### src/rtl/fetch_ctrl.sv
// Fetch-stage controller: sequences PC/IR writes around instruction-memory waits,
// load-use hazards and taken branches, and counts cycles the PC was held.
module fetch_ctrl #(
    parameter int CNT_W = 16
) (
    input  logic             clk,
    input  logic             rst,
    input  logic             im_ready,
    input  logic [4:0]       id_rs,
    input  logic [4:0]       id_rt,
    input  logic             ex_memrd,
    input  logic [4:0]       ex_rt,
    input  logic             br_taken,
    input  logic             clr_cnt,
    output logic             PCWr,
    output logic             IRWr,
    output logic             IR_flush,
    output logic             ID_bubble,
    output logic [1:0]       state,
    output logic [CNT_W-1:0] stall_cnt
);

    typedef enum logic [1:0] {
        BOOT   = 2'd0,
        RUN    = 2'd1,
        IMWAIT = 2'd2,
        FLUSH  = 2'd3
    } state_t;

    localparam logic [CNT_W-1:0] CNT_ONE = {{(CNT_W-1){1'b0}}, 1'b1};

    state_t     cur_state;
    state_t     nxt_state;
    logic       load_use;
    logic [CNT_W-1:0] cnt_q;

    // A load writing r0 never creates a real dependency, so it must not stall.
    assign load_use = ex_memrd && (ex_rt != 5'd0) &&
                      ((ex_rt == id_rs) || (ex_rt == id_rt));

    always_ff @(posedge clk or negedge rst) begin
        if (!rst) begin
            cur_state <= BOOT;
        end else begin
            cur_state <= nxt_state;
        end
    end

    always_comb begin
        nxt_state = cur_state;
        PCWr      = 1'b0;
        IRWr      = 1'b0;
        IR_flush  = 1'b0;
        ID_bubble = 1'b0;
        case (cur_state)
            BOOT: begin
                IR_flush  = 1'b1;
                nxt_state = RUN;
            end
            RUN: begin
                if (br_taken) begin
                    PCWr      = 1'b1;
                    IR_flush  = 1'b1;
                    ID_bubble = 1'b1;
                    nxt_state = FLUSH;
                end else if (load_use) begin
                    ID_bubble = 1'b1;
                end else if (!im_ready) begin
                    nxt_state = IMWAIT;
                end else begin
                    PCWr = 1'b1;
                    IRWr = 1'b1;
                end
            end
            IMWAIT: begin
                if (br_taken) begin
                    PCWr      = 1'b1;
                    IR_flush  = 1'b1;
                    ID_bubble = 1'b1;
                    nxt_state = FLUSH;
                end else if (im_ready) begin
                    PCWr      = 1'b1;
                    IRWr      = 1'b1;
                    nxt_state = RUN;
                end
            end
            FLUSH: begin
                // IR already holds a NOP here, so a load-use match is meaningless.
                if (br_taken) begin
                    PCWr      = 1'b1;
                    IR_flush  = 1'b1;
                    ID_bubble = 1'b1;
                end else if (im_ready) begin
                    PCWr      = 1'b1;
                    IRWr      = 1'b1;
                    nxt_state = RUN;
                end else begin
                    IR_flush = 1'b1;
                end
            end
            default: begin
                IR_flush  = 1'b1;
                nxt_state = BOOT;
            end
        endcase
    end

    // Clear beats increment; the counter sticks at all-ones instead of wrapping.
    always_ff @(posedge clk or negedge rst) begin
        if (!rst) begin
            cnt_q <= '0;
        end else if (clr_cnt) begin
            cnt_q <= '0;
        end else if ((cur_state != BOOT) && !PCWr && (cnt_q != '1)) begin
            cnt_q <= cnt_q + CNT_ONE;
        end
    end

    assign state     = cur_state;
    assign stall_cnt = cnt_q;

endmodule

### config.mk
export PLATFORM = sky130hd
export DESIGN_NAME = fetch_ctrl
export DESIGN_NICKNAME = d
export VERILOG_FILES = /design/src/rtl/fetch_ctrl.sv
export SDC_FILE = /design/constraint.sdc
export NUM_CORES = 1
export LEC_CHECK = 0
export BUFFER_PORTS_ARGS = -buffer_cell sky130_fd_sc_hd__buf_2
export CORE_MARGIN = 2
export CORE_UTILIZATION = 41
export CTS_BUF_LIST = sky130_fd_sc_hd__clkbuf_8 sky130_fd_sc_hd__clkbuf_16
export CTS_CLUSTER_DIAMETER = 40
export CTS_CLUSTER_SIZE = 20
export DETAILED_ROUTE_END_ITERATION = 16
export PLACE_DENSITY = 0.76
export SLEW_MARGIN = 25
export SYNTH_ARGS = -nofsm -noshare
export SYNTH_HDL_FRONTEND = slang
export SYNTH_SLANG_ARGS = --single-unit
export TNS_END_PERCENT = 1
### constraint.sdc
create_clock -name clk -period 5.7 [get_ports clk]
set_input_delay 1.14 -clock clk [delete_from_list [all_inputs] [get_ports clk]]
set_output_delay 1.14 -clock clk [all_outputs]
set_load 0.005 [all_outputs]
==> key figures <==
Synthesis
  – Register area share after synthesis: between 30% and 40%
  – Synthesized area: 1300 sq um
  – FFs w/ async S/R, synth: 100%
  – Synthesis Warnings: 0
  – Post-synth top area cell: dfrtp_1
  – Avg Synthesized Cell Area: roughly 8.5 sq um
  – Main synth FF type: dfrtp_1
  – Register bit count reported by yosys: 18
  – Synth top area share: 34.7%
  – Distinct cell type count after synthesis: 38
  – Post-Synthesis Cells: 153
  – Syn nets: 180
  – Synth area leaders: dfrtp_1, xor2_1, a21oi_1, ha_1, o21ai_0
  – Post-synth EDFFs: 0

Clocking
  – Setup bufs post-CTS: 0
  – Clock slew at reported path FFs: around 0.06 ns
  – CTS Root Cell: clkbuf_8
  – Sinks on Clock Net: 18
  – CTS resizes: 0
  – Clock insertion delay at the later pin of the skew report: ~0.25 ns
  – Number of CTS-inserted buffers: 3
  – Hold-fix buffers, CTS: 0
  – TritonCTS clock tree: built
  – H-tree depth: 1
  – Bufs on Longest Clock Path: 2

Floorplanning
  – I/O pins: between 40 and 50
  – Number of cell rows: 20
  – DIE AREA: 3630 sq um
  – DIE HEIGHT: 60.3 um
  – Total core area: 3030 sq um
  – Chip width: 60.3 um
  – Starting Density: 42.9%

Pwr
  – Leak: 0.727 nW
  – Max IR drop VDD: 0.124 mV
  – Pwr Density: roughly 270 nW/um^2

Worst setup path
  – Worst Setup End Kind: output port
  – WP data required: 4.56 ns
  – Critical-path maximum fanout: 3
  – Startpoint Class: input port
  – Kind of critical path: input port to output port
  – Crit path DAT: ~2.8 ns

Drt
  – Vias/cell: 5.33
  – Vias after detailed routing: approximately 1300
  – First-pass iteration count of the detailed router: 4
  – Final WL: around 2800 um
  – Initial DRC Count: 95
  – Drt wl/cell: about 12 um
  – Drt drc: 0
  – Post-route ant nets: 0

Placed design
  – Hpwl dp: 2160 um
  – Port Buffers: between 40 and 50
  – Worst slack, placed: 1.82 ns
  – DP Cell Count: 232
  – Gpl congestion: 0.811

STA
  – Final period util: 68.2%
  – Final setup TNS: 0 ns
  – Max Clock Freq: 0.257 GHz
  – # setup viols final: 0
  – Final slew viol count: 0
  – Tmin final: 3.89 ns
  – Final hold viol count: 0
  – Slew Limit Headroom: 48.9%
  – Setup WS post-layout: between 1.5 and 2 ns
  – Worst Max-Slew Pin Slew: 0.767 ns
  – RSZ-0062 raised after global routing: no
  – Final Skew: between 0.0015 and 0.002 ns

Final layout
  – Commonest non-fill, non-tap cells in the layout: buf_2, dfrtp_1, a21oi_1
  – Ratio of cells with drive above 1 in the final layout: 26.0%
  – Commonest non-fill, non-tap cell in the layout: buf_2
  – Synth-to-Final Area Change: 21.8%
  – Cell Count, Final, Fillers Out: 236
  – Antenna Cells: 0
  – Filler instances: roughly 310
  – Nets: 220

Global routing
  – Antenna violations before repair: 0
  – Vias in the first global route: 1027
  – First-pass GRT wire length: 4550 um
  – Final global-route overflow total: 0
  – Largest net degree at the start of global routing: 30
  – GRT Util Overall: 16.1%

Flow run
  – Number of max-cap violations: 0

Min path
  – Worst hold path class: flip-flop to flip-flop

Run status
  – Status: finished, final reports clean
routing by layer:
layer  track usage [%]  share of wire, %  routed length, um  up-vias
li1                  -                 -                  -      643
met1              22.9                49               1370      571
met2              25.3                44               1240       43
met3              2.38               7.0                197        2
met4              4.76              0.57                 16        0
met5                 0                 0                  0        -
cells in the mapped netlist (2+ instances only):
cell type / instances
a21oi_1: 17
a311o_1: 2
and3_1: 3
and4_4: 2
buf_2: 3
clkbuf_1: 2
dfrtp_1: 18
ha_1: 6
inv_1: 5
nand2_1: 10
nand3_1: 5
nor2_1: 11
nor2b_1: 2
nor3_1: 4
o21ai_0: 15
o31ai_1: 4
or3_1: 10
or4_1: 4
xor2_1: 11
worst max-delay path, cell delays in order:
cell and delay (ns):
buf_2 0.12, or4_1 0.55, o21ai_0 0.25, o21ai_0 0.13, a2111oi_0 0.38, buf_2 0.18
power breakdown:
| group | switching [mW] | internal (mW) | total, mW |
|---|---|---|---|
| Combinational | 0.0977 | 0.0778 | 0.176 |
| Sequential | 0.0134 | 0.138 | 0.151 |
| Clock | 0.0406 | 0.0613 | 0.102 |
| Total | 0.152 | 0.277 | 0.429 |
path summary, 6_finish.rpt:
path	cells past startpoint	to	startpoint	slack [ns]
worst max-delay path	6	IRWr	ex_rt[1]	1.81
worst min-delay path	2	stall_cnt[14]$_DFFE_PN0P_	stall_cnt[14]$_DFFE_PN0P_	0.57
worst max register to register	8	stall_cnt[5]$_DFFE_PN0P_	state[0]$_DFFE_PN0P_	2.99
worst min register to register	2	stall_cnt[14]$_DFFE_PN0P_	stall_cnt[14]$_DFFE_PN0P_	0.57
max in group asynchronous	1	stall_cnt[13]$_DFFE_PN0P_	rst	4.61
min in group asynchronous	1	stall_cnt[6]$_DFFE_PN0P_	rst	0.80
cells by family after synthesis:
| family | after synthesis | synth area share (%) |
|---|---|---|
| adders and majority gates | 6 | 5.78 |
| xor gates and xnor gates | 11 | 7.42 |
| buffers and inverters | 12 | 4.33 |
| DFF | 18 | 34.7 |
| muxes | 2 | 1.64 |
| and+or+nand+nor | 56 | 23.8 |
| AOI/OAI and AO/OA | 48 | 22.4 |
cell type report:
cell class,count,area [sq um],share of cell area [%]
tap,44,55.1,3.48
timing repair buffer,42,210,13.3
clock buffer,4,55.1,3.48
sequential,18,450,28.5
inverter,5,18.8,1.19
multi-input combinational,123,792,50.1
through the flow:
| step | util (%) | cell area [sq um] | hold WS (ns) | power (mW) |
|---|---|---|---|---|
| floorplan | - | 1300 | 0.534 | 0.274 |
| global placement | 50.4 | 1530 | 0.551 | 0.329 |
| detailed placement | 50.4 | 1530 | 0.559 | 0.329 |
| CTS | 52.2 | 1580 | 0.570 | 0.433 |
| global route | 52.2 | 1580 | 0.603 | 0.463 |
| finish | 52.2 | 1580 | 0.567 | 0.429 |
registers in the layout, indices dropped and copies added (netlist names):
register   count
stall_cnt     16
state          2
(Power assumes the default switching activity.)
